`src/rtl/fetch_pkg.sv`:
```
// Shared types for the RV32I instruction-fetch stage: FSM state encoding and bus widths.
package fetch_pkg;

  localparam int FETCH_STATE_W = 3;
  localparam int INST_ADDR_W   = 32;
  localparam int INST_W        = 32;

  typedef enum logic [FETCH_STATE_W-1:0] {
    FETCH0 = 3'd0,
    FETCH1 = 3'd1,
    FETCH2 = 3'd2,
    FETCH3 = 3'd3,
    HOLD   = 3'd4
  } fetch_state_e;

  // FETCHk encodes k in its low two bits, giving the byte offset of the request.
  function automatic logic [1:0] byte_index(fetch_state_e s);
    logic [FETCH_STATE_W-1:0] v;
    v = s;
    return v[1:0];
  endfunction

endpackage

```
`src/rtl/fetch_if.sv`:
```
// Fetch-stage bus: byte-wide memory read port, redirect input and IF/ID output.
interface fetch_if;
  import fetch_pkg::*;

  logic                   stall_i;
  logic                   branch_i;
  logic [INST_ADDR_W-1:0] branch_target_i;
  logic                   mem_req_o;
  logic [INST_ADDR_W-1:0] mem_addr_o;
  logic                   mem_valid_i;
  logic [7:0]             mem_data_i;
  logic [INST_ADDR_W-1:0] pc_o;
  logic [INST_W-1:0]      inst_o;
  logic                   inst_valid_o;

  modport master (
    input  stall_i, branch_i, branch_target_i, mem_valid_i, mem_data_i,
    output mem_req_o, mem_addr_o, pc_o, inst_o, inst_valid_o
  );

  modport slave (
    output stall_i, branch_i, branch_target_i, mem_valid_i, mem_data_i,
    input  mem_req_o, mem_addr_o, pc_o, inst_o, inst_valid_o
  );
endinterface

```
`src/rtl/fetch_icache.sv`:
```
// Direct-mapped word I-cache for the fetch stage; combinational lookup, single-cycle fill.
module fetch_icache
  import fetch_pkg::*;
#(
  parameter int ENTRIES = 16
) (
  input  logic                   clk,
  input  logic                   rst,
  input  logic [INST_ADDR_W-1:0] lookup_addr,
  output logic                   lookup_hit,
  output logic [INST_W-1:0]      lookup_data,
  input  logic                   fill_we,
  input  logic [INST_ADDR_W-1:0] fill_addr,
  input  logic [INST_W-1:0]      fill_data
);

  localparam int IDX_W = $clog2(ENTRIES);
  localparam int TAG_W = INST_ADDR_W - 2 - IDX_W;

  logic [ENTRIES-1:0] line_valid;
  logic [TAG_W-1:0]   tags  [ENTRIES];
  logic [INST_W-1:0]  words [ENTRIES];

  logic [IDX_W-1:0] lookup_idx, fill_idx;
  logic [TAG_W-1:0] lookup_tag, fill_tag;
  logic             unused_low;

  assign lookup_idx = lookup_addr[IDX_W+1:2];
  assign lookup_tag = lookup_addr[INST_ADDR_W-1:IDX_W+2];
  assign fill_idx   = fill_addr[IDX_W+1:2];
  assign fill_tag   = fill_addr[INST_ADDR_W-1:IDX_W+2];
  assign unused_low = ^{lookup_addr[1:0], fill_addr[1:0]};

  always_ff @(posedge clk or posedge rst) begin
    if (rst) begin
      line_valid <= '0;
    end else if (fill_we) begin
      line_valid[fill_idx] <= 1'b1;
    end
  end

  // Tag/data arrays need no reset; the valid bits gate every hit.
  always_ff @(posedge clk) begin
    if (fill_we) begin
      tags[fill_idx]  <= fill_tag;
      words[fill_idx] <= fill_data;
    end
  end

  assign lookup_hit  = line_valid[lookup_idx] & (tags[lookup_idx] == lookup_tag);
  assign lookup_data = words[lookup_idx];

endmodule

```
`src/rtl/fetch.sv`:
```
// RV32I fetch stage: four little-endian byte reads per instruction, held until consumed.
// Optional I-cache enabled by defining FETCH_ICACHE_EN.
module fetch
  import fetch_pkg::*;
#(
  parameter logic [INST_ADDR_W-1:0] RESET_PC       = 32'h0000_0000,
  parameter int                     ICACHE_ENTRIES = 16
) (
  input  logic    clk,
  input  logic    rst,
  fetch_if.master bus
);
  // state  | meaning
  // FETCH0 | requesting byte 0 at pc (or cache lookup)
  // FETCH1 | requesting byte 1 at pc+1
  // FETCH2 | requesting byte 2 at pc+2
  // FETCH3 | requesting byte 3 at pc+3
  // HOLD   | instruction presented, waiting for consume

  fetch_state_e           state, state_next;
  logic [INST_ADDR_W-1:0] pc;
  logic [INST_ADDR_W-1:0] target;
  logic                   started;
  logic [23:0]            asm_bytes;
  logic [INST_ADDR_W-1:0] pc_q;
  logic [INST_W-1:0]      inst_q;
  logic                   valid_q;
  logic                   req;
  logic [INST_ADDR_W-1:0] addr;
  logic                   accept, consume, hit;
  logic [INST_W-1:0]      hit_data;
  logic                   unused_cfg;

  assign target     = {bus.branch_target_i[31:2], 2'b00};
  assign accept     = req & bus.mem_valid_i;
  assign consume    = valid_q & ~bus.stall_i;
  assign unused_cfg = ^{bus.branch_target_i[1:0], ICACHE_ENTRIES[0]};

`ifdef FETCH_ICACHE_EN
  logic hit_raw;
  logic fill_we;

  // Fill only on a clean miss completion; a same-cycle branch cancels it.
  assign fill_we = (state == FETCH3) & accept & ~bus.branch_i;
  assign hit     = started & (state == FETCH0) & hit_raw;

  fetch_icache #(.ENTRIES(ICACHE_ENTRIES)) u_icache (
    .clk         (clk),
    .rst         (rst),
    .lookup_addr (pc),
    .lookup_hit  (hit_raw),
    .lookup_data (hit_data),
    .fill_we     (fill_we),
    .fill_addr   (pc),
    .fill_data   ({bus.mem_data_i, asm_bytes})
  );
`else
  assign hit      = 1'b0;
  assign hit_data = '0;
`endif

  always_ff @(posedge clk or posedge rst) begin
    if (rst) begin
      state <= FETCH0;
    end else begin
      state <= state_next;
    end
  end

  always_comb begin
    state_next = state;
    if (bus.branch_i) begin
      state_next = FETCH0;
    end else begin
      case (state)
        FETCH0:  if (hit) state_next = HOLD;
                 else if (accept) state_next = FETCH1;
        FETCH1:  if (accept) state_next = FETCH2;
        FETCH2:  if (accept) state_next = FETCH3;
        FETCH3:  if (accept) state_next = HOLD;
        HOLD:    if (consume) state_next = FETCH0;
        default: state_next = FETCH0;
      endcase
    end
  end

  // started keeps the request low until the first edge after reset release.
  always_comb begin
    req  = 1'b0;
    addr = '0;
    if (started && (state != HOLD) && !hit) begin
      req  = 1'b1;
      addr = pc + {30'b0, byte_index(state)};
    end
  end

  always_ff @(posedge clk or posedge rst) begin
    if (rst) begin
      pc        <= RESET_PC;
      started   <= 1'b0;
      asm_bytes <= '0;
      pc_q      <= '0;
      inst_q    <= '0;
      valid_q   <= 1'b0;
    end else begin
      started <= 1'b1;
      if (bus.branch_i) begin
        pc      <= target;
        valid_q <= 1'b0;
      end else if (hit) begin
        inst_q  <= hit_data;
        pc_q    <= pc;
        valid_q <= 1'b1;
      end else if (accept) begin
        case (state)
          FETCH0:  asm_bytes[7:0]   <= bus.mem_data_i;
          FETCH1:  asm_bytes[15:8]  <= bus.mem_data_i;
          FETCH2:  asm_bytes[23:16] <= bus.mem_data_i;
          FETCH3: begin
            inst_q  <= {bus.mem_data_i, asm_bytes};
            pc_q    <= pc;
            valid_q <= 1'b1;
          end
          default: ;
        endcase
      end else if (consume) begin
        pc      <= pc + 32'd4;
        valid_q <= 1'b0;
      end
    end
  end

  assign bus.mem_req_o    = req;
  assign bus.mem_addr_o   = addr;
  assign bus.pc_o         = pc_q;
  assign bus.inst_o       = inst_q;
  assign bus.inst_valid_o = valid_q;

endmodule
```
`src/flat_wrapper.sv`:
```
// flat-port wrapper written by rule: the top's interface ports become plain ports
module fetch_flat import fetch_pkg::*;
#(
  parameter logic [INST_ADDR_W-1:0] RESET_PC       = 32'h0000_0000,
  parameter int                     ICACHE_ENTRIES = 16
)
  (clk, rst, bus_stall_i, bus_branch_i, bus_branch_target_i, bus_mem_valid_i, bus_mem_data_i, bus_mem_req_o, bus_mem_addr_o, bus_pc_o, bus_inst_o, bus_inst_valid_o);
  fetch_if bus_i ();
  input  logic clk;
  input  logic rst;
  input wire logic [$bits(bus_i.stall_i)-1:0] bus_stall_i;
  input wire logic [$bits(bus_i.branch_i)-1:0] bus_branch_i;
  input wire logic [$bits(bus_i.branch_target_i)-1:0] bus_branch_target_i;
  input wire logic [$bits(bus_i.mem_valid_i)-1:0] bus_mem_valid_i;
  input wire logic [$bits(bus_i.mem_data_i)-1:0] bus_mem_data_i;
  output wire logic [$bits(bus_i.mem_req_o)-1:0] bus_mem_req_o;
  output wire logic [$bits(bus_i.mem_addr_o)-1:0] bus_mem_addr_o;
  output wire logic [$bits(bus_i.pc_o)-1:0] bus_pc_o;
  output wire logic [$bits(bus_i.inst_o)-1:0] bus_inst_o;
  output wire logic [$bits(bus_i.inst_valid_o)-1:0] bus_inst_valid_o;
  assign bus_i.stall_i = bus_stall_i;
  assign bus_i.branch_i = bus_branch_i;
  assign bus_i.branch_target_i = bus_branch_target_i;
  assign bus_i.mem_valid_i = bus_mem_valid_i;
  assign bus_i.mem_data_i = bus_mem_data_i;
  assign bus_mem_req_o = bus_i.mem_req_o;
  assign bus_mem_addr_o = bus_i.mem_addr_o;
  assign bus_pc_o = bus_i.pc_o;
  assign bus_inst_o = bus_i.inst_o;
  assign bus_inst_valid_o = bus_i.inst_valid_o;
  fetch #(.RESET_PC(RESET_PC), .ICACHE_ENTRIES(ICACHE_ENTRIES)) u_core (.clk(clk), .rst(rst), .bus(bus_i));
endmodule
```
`config.mk`:
```
export PLATFORM = sky130hd
export DESIGN_NAME = fetch_flat
export DESIGN_NICKNAME = d
export VERILOG_FILES = /design/src/rtl/fetch_pkg.sv /design/src/rtl/fetch_if.sv /design/src/rtl/fetch_icache.sv /design/src/rtl/fetch.sv /design/src/flat_wrapper.sv
export SDC_FILE = /design/constraint.sdc
export NUM_CORES = 1
export LEC_CHECK = 0
export ABC_AREA = 1
export CORE_ASPECT_RATIO = 0.75
export CORE_MARGIN = 2
export CORE_UTILIZATION = 45
export DETAILED_ROUTE_END_ITERATION = 6
export GPL_TIMING_DRIVEN = 0
export PLACE_DENSITY = 0.85
export SYNTH_ARGS = -nofsm -noshare
export SYNTH_HDL_FRONTEND = slang
export SYNTH_SLANG_ARGS = --single-unit
```
`constraint.sdc`:
```
create_clock -name clk -period 4.9 [get_ports clk]
set_input_delay 1.47 -clock clk [delete_from_list [all_inputs] [get_ports clk]]
set_output_delay 1.47 -clock clk [all_outputs]
set_load 0.02 [all_outputs]
```
# After elaboration in Yosys (flattened, before gate mapping)
# Cells that the tools add are included.
[op_classes]
bitwise_logic = 4
eq_ne = 12
reduce_logical = 11
muxes = 16
add_sub_neg = 2
[op_table]
columns = ["cell", "count"]
rows = [
  ["$mux 32", 4],
  ["$add 32x2->32", 1],
  ["$add 32x3->32 const B", 1],
  ["$mux 3", 6],
  ["$ne 3x2->1 const B", 5],
  ["$pmux 3 s5", 1],
  ["$reduce_and 3->1", 4],
  ["$eq 3x2->1 const B", 2],
  ["$ne 3x3->1 const B", 2],
  ["$mux 1", 5],
  ["$reduce_and 5->1", 1],
  ["$reduce_and 2->1", 2],
  ["$eq 3x1->1 const B", 1],
  ["$eq 3x3->1 const B", 1],
  ["$logic_not 3->1", 1],
  ["$reduce_bool 3->1", 1],
  ["$and 1x1->1", 2],
  ["$ne 2x2->1 const B", 1],
  ["$not 1->1", 2],
  ["$reduce_bool 2->1", 1],
  ["$logic_and 1x1->1", 1],
]
[word_totals]
wordCells = 54
register_bits = 125
output_inout_bits = 98

# Logic depth before layout (Yosys ltp)
# Gate-level depths: netlist of the first run.
[logic_depth]
word_depth = 7
mapped_depth = 10
ltp_nobuf = 10

# Worst setup path after synthesis of the first run
# No wires, ideal clock.
[synth_path]
path_kind = "reg2out"
from = "reg u_core.state[1]"
to = "out bus_mem_req_o"
path_slack_ps = 2295
stages_incl_launch_ff = 6
arrival_ps = 1135
path_cell_list = "dfrtp_1 inv_2 nand3_2 nand2_4 clkbuf_1 inv_1"
[synth_between]
elab_chain_cells = 3
[synth_lines]
columns = ["element", "line", "text"]
rows = [
  ["from (decl)", "fetch.sv:20", "fetch_state_e state, state_next;"],
  ["from (signal assigned)", "fetch.sv:66", "state <= state_next;"],
  ["$ne 3x3->1", "fetch.sv:91", "if (started && (state != HOLD) && !hit) begin"],
  ["$logic_and 1x1->1", "fetch.sv:91", ""],
  ["$mux 1", "fetch.sv:91", ""],
  ["to (decl)", "flat_wrapper.sv:16", "output wire logic [$bits(bus_i.mem_req_o)-1:0] bus_mem_req_o;"],
]
# Every way passes these cells.

# Final worst setup path of the first run
[layout_path]
from = "reg u_core.state[1]"
to = "out bus_mem_addr_o[12]"
[layout_between]
elab_chain_cells = 3
[layout_lines]
columns = ["element", "line", "text"]
rows = [
  ["branches (longest 2 deep; another with $add 32x2->32)", "n/a", ""],
  ["$mux 32 (*)", "fetch.sv:91", ""],
  ["to (decl)", "flat_wrapper.sv:17", "output wire logic [$bits(bus_i.mem_addr_o)-1:0] bus_mem_addr_o;"],
]
# Every way passes the cells marked *.

==> flow_metrics.py, run 1 <==
metrics = {
    "run_status": {
        "status": "complete, no violations",
    },
    "synthesis": {
        "synth_edf_count": 0,
        "synth_top_area_cell": "dfrtp_1",
        "yosys-top-cells-area": "dfrtp_1 (51%), nand2_1 (16%), nor2_1 (7.3%)",
        "yosysWarnings": 0,
        "synth_cell_types": 29,
        "synth_top_cell_area_share_pct": 51.4,
        "avgSynthCellArea_um2": 7.52,
        "synth_area_um2": 5900,
        "synthCells": 784,
        "synthTopCellsByCount": "nand2_1 (258), dfrtp_1 (121), nor2_1 (114)",
        "ys_seq_area_share_pct": 51.4,
        "synth-seq-cells": 121,
        "synth_top_flop_cell": "dfrtp_1",
        "yosysMostFrequentCell": "nand2_1",
        "async_flop_share_pct": 100,
    },
    "route": {
        "drt_pre_antenna_iters": 5,
        "viasPerCell": 5.09,
        "wl_per_cell_um": 15.4,
        "finalWirelength_um": 17300,
        "antenna_left": 0,
        "drtIter0Drc": 528,
        "vias": 5731,
        "drcViolationCount": 0,
    },
    "worst_setup_path": {
        "setup.worst_path.class": "reg -> out",
        "startpoint_type": "flip-flop",
        "crit_path_top_delay_cell": "clkdlybuf4s50_1",
        "critPathTopFamily": "buffers and inverters",
        "slowest_delay_ns": 0.58,
        "required_ns": 3.43,
        "cp_num_buf_inv": 3,
        "end_kind": "output pin",
        "crit_chain": "inv_2 > nand3_2 > nand2_4 > clkbuf_1 > nor2_1 > clkdlybuf4s50_1",
        "arrival_ns": 2.43,
        "path_max_fanout": 10,
    },
    "timing": {
        "fin_crit_sh_pct": 79.6,
        "slew_violations": 0,
        "hold_viol": 0,
        "tightest_slew_ns": 0.571,
        "fmax_mhz": 256,
        "setup_tns_ns": 0,
        "setup_viol": 0,
        "period_minus_slack_ns": 3.90,
        "relSlewSlack_pct": 62.0,
        "finClkSkew_ns": 0.00797,
        "whs_ns": 0.477,
        "rsz0062_at_grt": "no",
        "fin_ws_ns": 0.997,
    },
    "place": {
        "post-place-ws_ns": 1.48,
        "portBuffers": 138,
        "place.gp.congestion": 0.928,
        "place_hpwl_um": 12700,
    },
    "cts": {
        "clkSinkCount": 121,
        "post_cts.repair.setup_buffers": 0,
        "cts_max_path_buffers": 2,
        "path_clk_slew_ns": 0.06,
        "clock_tree.root_cell": "clkbuf_16",
        "cts_tree": "done",
        "cts_resized": 0,
        "cts.hold.buffers_added": 0,
        "clk_latency_ns": 0.42,
        "cts_buffers": 17,
        "h-tree-depth": 4,
    },
    "power_and_ir_drop": {
        "leakagePower_nw": 3.75,
        "power_density_nw_per_um2": 526,
        "finalPower_mw": 4.27,
        "ir_worst_vdd_uv": 290,
    },
    "cells_and_area": {
        "final_util_pct": 63.0,
        "fillers": 1121,
        "multiInputGateArea_um2": 2430,
        "drive_gt1_share_pct": 7.43,
        "seqCellArea_um2": 3030,
        "syn2layout_area_growth_pct": 37.8,
        "finalNetCount": 989,
        "n_antenna_cell": 0,
    },
    "flow_run": {
        "cap_violations": 0,
    },
    "die": {
        "die_width_um": 136,
        "rows": 36,
        "dieArea_um2": 14000,
        "start_util_pct": 45.8,
        "pin_count": 143,
        "coreArea_um2": 12900,
        "die_h_um": 103,
    },
    "grt": {
        "grt_pass1_wl_um": 27800,
        "antenna_found_initial": 1,
        "grt_use_total_pct": 26.1,
        "grt_pass1_vias": 5314,
        "grt_max_degree": 64,
        "grt_remaining_overflow": 0,
    },
    "min_path": {
        "hold_path_class": "reg -> reg",
    },
}
[flip-flops by register name, indices dropped and copies added, names as in the netlist]
name / flops
u_core.bus.inst_o: 32
u_core.bus.pc_o: 30
u_core.pc: 30
u_core.asm_bytes: 24
u_core.state: 3
u_core.bus.inst_valid_o: 1
u_core.started: 1
[tightest hold or removal path: cells and delay by family, from the launching register on]
| kind | cells | cell delay, ns |
|---|---|---|
| simple gates | 2 | 0.10 |
| flops | 1 | 0.34 |
[layer usage]
metal  global-route usage (%)  routed length [µm]  vias up
met4                     8.41                 313        2
met2                     39.2                7680      278
met3                     6.54                1520       34
met5                        0                  13        -
li1                         -                   -     2780
met1                     37.3                7810     2637
[final timing paths]
kind / to / depth (start not counted) / start / slack [ns]
worst max-delay path: bus_mem_addr_o[12] / 6 / u_core.state[1] / 1.0
min in group asynchronous: u_core.bus.inst_o[25] / 2 / rst / 1.51
worst min-delay path: u_core.bus.inst_o[29] / 2 / u_core.bus.inst_o[29] / 0.48
worst min register to register: u_core.bus.inst_o[29] / 2 / u_core.bus.inst_o[29] / 0.48
max in group asynchronous: u_core.bus.pc_o[12] / 3 / rst / 2.71
worst max register to register: u_core.pc[22] / 10 / u_core.pc[2] / 2.87
[cell usage in the layout, fill, tap and decap left out, drive strengths merged]
| cell | Yosys | routed |
|---|---|---|
| or2 | 3 | 3 |
| nand4 | 2 | 2 |
| o21ai | 107 | 107 |
| and2 | 2 | 2 |
| dfrtp | 121 | 121 |
| clkdlybuf4s50 | 0 | 138 |
| buf | 17 | 18 |
| xor2 | 5 | 5 |
| inv | 71 | 76 |
| clkinvlp | 0 | 2 |
| nand2 | 262 | 262 |
| clkinv | 0 | 6 |
| bufinv | 0 | 2 |
| ha | 1 | 1 |
| clkbuf | 16 | 33 |
| nand3 | 46 | 46 |
| o21a | 1 | 1 |
| conb | 2 | 3 |
| nand3b | 1 | 1 |
| nor3 | 1 | 1 |
| nor2 | 121 | 121 |
| a21oi | 4 | 4 |
| xnor2 | 1 | 1 |
[metrics by stage]
step,cell area [µm²],instances
after detailed placement,7530,1095
after floorplan,5900,785
after global placement,7490,1094
after CTS,8120,1127
final,8120,1127
after global routing,8120,1127
[logic make-up (layout without fill, tap and decap cells)]
logic type                 count (synthesis)  in the layout  share of synthesized area, %
xor gates and xnor gates                   6              6                         0.891
AOI/OAI and AO/OA                        112            112                          9.55
and+or+nand+nor                          438            438                          30.4
DFF                                      121            121                          51.4
adders and majority gates                  1              1                         0.212
other                                      2              3                         0.127
buffers and inverters                    104            275                          7.45
[where the power goes]
part	switching, mW	total (mW)	internal, mW	leakage [nW]
Sequential	0.212	1.57	1.35	1.50
Combinational	0.809	1.46	0.647	1.96
Clock	0.491	1.25	0.760	0.288
[final cells by class]
cell class / instances / share of cell area (%)
sequential: 121 / 37.3
multi-input combinational: 560 / 29.9
timing repair buffer: 139 / 17.3
clock buffer: 17 / 5.24
inverter: 71 / 3.34
tap: 171 / 2.63
buffer: 33 / 2.13
clock inverter: 15 / 2.08
Power figures use the tool's default switching activity.
==> run 2: changes to the inputs <==
==> constraint.sdc (replaced) <==
create_clock -name clk -period 3.4 [get_ports clk]
set_input_delay 1.02 -clock clk [delete_from_list [all_inputs] [get_ports clk]]
set_output_delay 1.02 -clock clk [all_outputs]
set_load 0.02 [all_outputs]
==> run 2 against run 1 <==
  * Routed wire length up 2.9%
  * Non-clock buffer count up 2
  * Cell area up 1.4%
  * Worst setup slack worse by 0.90 ns
  * Worst hold slack worse by 0.0037 ns
  * Critical endpoint is now bus_mem_addr_o[10]
  * Cell count unchanged
  * Largest cell class unchanged
  * Clock power up 63%
  * Sequential share of layout area down 0.53 points
  * Utilization up 0.91 points
==> flow_metrics.py, run 2 (synthesis gave the netlist of run 1 again) <==
metrics = {
    "run_status": {
        "status": "complete, no violations",
    },
    "route": {
        "drtIter0Drc": 611,
        "drt_pre_antenna_iters": 6,
        "wl_per_cell_um": 15.8,
        "viasPerCell": 5.17,
        "drcViolationCount": 0,
        "finalWirelength_um": 17800,
        "antenna_left": 0,
        "vias": 5832,
    },
    "die": {
        "coreArea_um2": 12900,
        "rows": 36,
        "pin_count": 143,
        "start_util_pct": 45.8,
        "die_h_um": 103,
        "die_width_um": 136,
        "dieArea_um2": 14000,
    },
    "cts": {
        "cts_max_path_buffers": 2,
        "post_cts.repair.setup_buffers": 0,
        "h-tree-depth": 4,
        "cts_tree": "done",
        "clk_latency_ns": 0.41,
        "clkSinkCount": 121,
        "path_clk_slew_ns": 0.05,
        "cts_buffers": 17,
        "clock_tree.root_cell": "clkbuf_16",
    },
    "worst_setup_path": {
        "path_max_fanout": 10,
        "setup.worst_path.class": "reg -> out",
        "r2r_setup_slack_ns": 1.49,
        "reg2reg_depth": 10,
        "r2r-end": "u_core.pc[26]",
        "crit_path_top_delay_cell": "clkdlybuf4s50_1",
        "end_kind": "output pin",
        "slowest_delay_ns": 0.56,
        "rr_startpoint": "u_core.pc[3]",
        "crit_chain": "inv_2 > nand3_2 > nand2_4 > clkbuf_1 > nor2_1 > clkdlybuf4s50_1",
        "startpoint_type": "flip-flop",
        "required_ns": 2.38,
        "arrival_ns": 2.28,
    },
    "timing": {
        "period_minus_slack_ns": 3.30,
        "whs_ns": 0.473,
        "fmax_mhz": 303,
        "rsz0062_at_grt": "no",
        "finClkSkew_ns": 0.0112,
        "setup_viol": 0,
        "fin_crit_sh_pct": 97.0,
        "slew_violations": 0,
        "tightest_slew_ns": 0.611,
        "relSlewSlack_pct": 59.3,
        "hold_viol": 0,
    },
    "grt": {
        "grt_max_degree": 41,
        "grt_pass1_wl_um": 28800,
        "use_met3_pct": 6.00,
        "grt_use_total_pct": 27.0,
        "top_usage_layer": "met2",
        "grt_pass1_vias": 5625,
        "grt_remaining_overflow": 0,
        "grt_use_met1_pct": 38.2,
        "antenna_found_initial": 0,
        "use_met2_pct": 41.7,
    },
    "power_and_ir_drop": {
        "finalPower_mw": 6.42,
        "power_density_nw_per_um2": 779,
        "swShare_pct": 33.1,
        "power.internal_mw": 4.30,
        "p_seq_share_pct": 35.3,
        "pwr-share-comb_pct": 32.9,
        "clockPowerShare_pct": 31.8,
        "p_switching_mw": 2.13,
        "leakagePower_nw": 3.80,
        "ir_worst_vdd_uv": 459,
    },
    "flow_run": {
        "cap_violations": 0,
    },
    "cells_and_area": {
        "syn2layout_area_growth_pct": 39.7,
        "finalNetCount": 991,
        "n_antenna_cell": 0,
        "fillers": 1094,
        "drive_gt1_share_pct": 7.53,
        "largest_register_ff_count": 32,
        "final_cell_area_um2": 8240,
        "final_cell_mix": "nand2_1 (258), clkdlybuf4s50_1 (138), dfrtp_1 (121)",
        "final_common_cell": "nand2_1",
        "final_cells": 1127,
    },
    "place": {
        "place.gp.congestion": 0.961,
        "placed_area_um2": 7570,
        "dp.cells": 1097,
        "portBuffers": 138,
        "place_hpwl_um": 13000,
    },
    "min_path": {
        "hp-start": "u_core.bus.inst_o[28]",
        "min_delay_path_depth": 2,
        "hold_path_class": "reg -> reg",
        "hold_end": "u_core.bus.inst_o[28]",
    },
}
-- run 2: power groups by stage --
stage               sequential, mW  clock [mW]  combinational (mW)
floorplan                     2.61           0               0.696
global placement              2.26           0                2.04
detailed placement            2.27           0                2.11
CTS                           2.26        2.05                2.13
global route                  2.32        2.14                2.31
finish                        2.26        2.04                2.12
-- run 2: per-layer routing --
| metal | part of all wire [%] | wire (µm) | up-vias |
|---|---|---|---|
| met1 | 46 | 8170 | 2758 |
| met4 | 1.6 | 281 | 0 |
| li1 | - | - | 2761 |
| met3 | 8.4 | 1500 | 29 |
| met2 | 44 | 7890 | 284 |
| met5 | 0 | 0 | - |
-- run 2: critical path, delay by kind of cell (launching register included) --
family	cells	cell delay [ns]
DFF	1	0.38
and+or+nand+nor	3	0.41
buffers and inverters	3	1.09
-- run 2: cell type report --
class | count | area [µm²] | area share [%]
tap | 171 | 214 | 2.60
multi-input combinational | 560 | 2430 | 29.5
clock inverter | 11 | 219 | 2.66
clock buffer | 19 | 453 | 5.50
timing repair buffer | 141 | 1450 | 17.6
sequential | 121 | 3030 | 36.8
buffer | 33 | 174 | 2.11
inverter | 71 | 270 | 3.28
-- run 2: metrics by stage --
step	TNS, ns	util (%)	setup slack [ns]
5_1_grt	0	64.0	0.0320
3_5_place_dp	0	58.7	0.454
6_report	0	64.0	0.100
3_3_place_gp	-26.99	58.2	-0.232
4_1_cts	0	63.9	0.0155
2_1_floorplan	0	-	0.897
-- run 2: repair_timing --
action / 4_1_cts / 5_1_grt
setup endpoints to repair: 0 / 10
hold buffers: 0 / 0
resized for setup: 0 / 2
-- run 2: how the worst max path moves through the flow --
stage | from | end | slack (ns) | cells past startpoint
finish | u_core.state[1] | bus_mem_addr_o[10] | 0.10 | 6
global route | u_core.state[1] | bus_mem_addr_o[10] | 0.03 | 6
CTS | u_core.state[1] | bus_mem_addr_o[12] | 0.02 | 6
detailed placement | u_core.state[1] | bus_mem_addr_o[14] | 0.45 | 6
global placement | rst | u_core.bus.pc_o[9] | -0.23 | 2
floorplan | rst | u_core.asm_bytes[0] | 0.90 | 1
==> run 3: changes to the inputs <==
--- a/config.mk
+++ b/config.mk
@@ -11,6 +11,7 @@
 export CORE_UTILIZATION = 45
 export DETAILED_ROUTE_END_ITERATION = 6
 export GPL_TIMING_DRIVEN = 0
+export HOLD_SLACK_MARGIN = 0.05
 export PLACE_DENSITY = 0.85
 export SYNTH_ARGS = -nofsm -noshare
 export SYNTH_HDL_FRONTEND = slang
==> results of run 3 <==
Same layout as run 2: the final DEF is identical, and so are final timing and power.
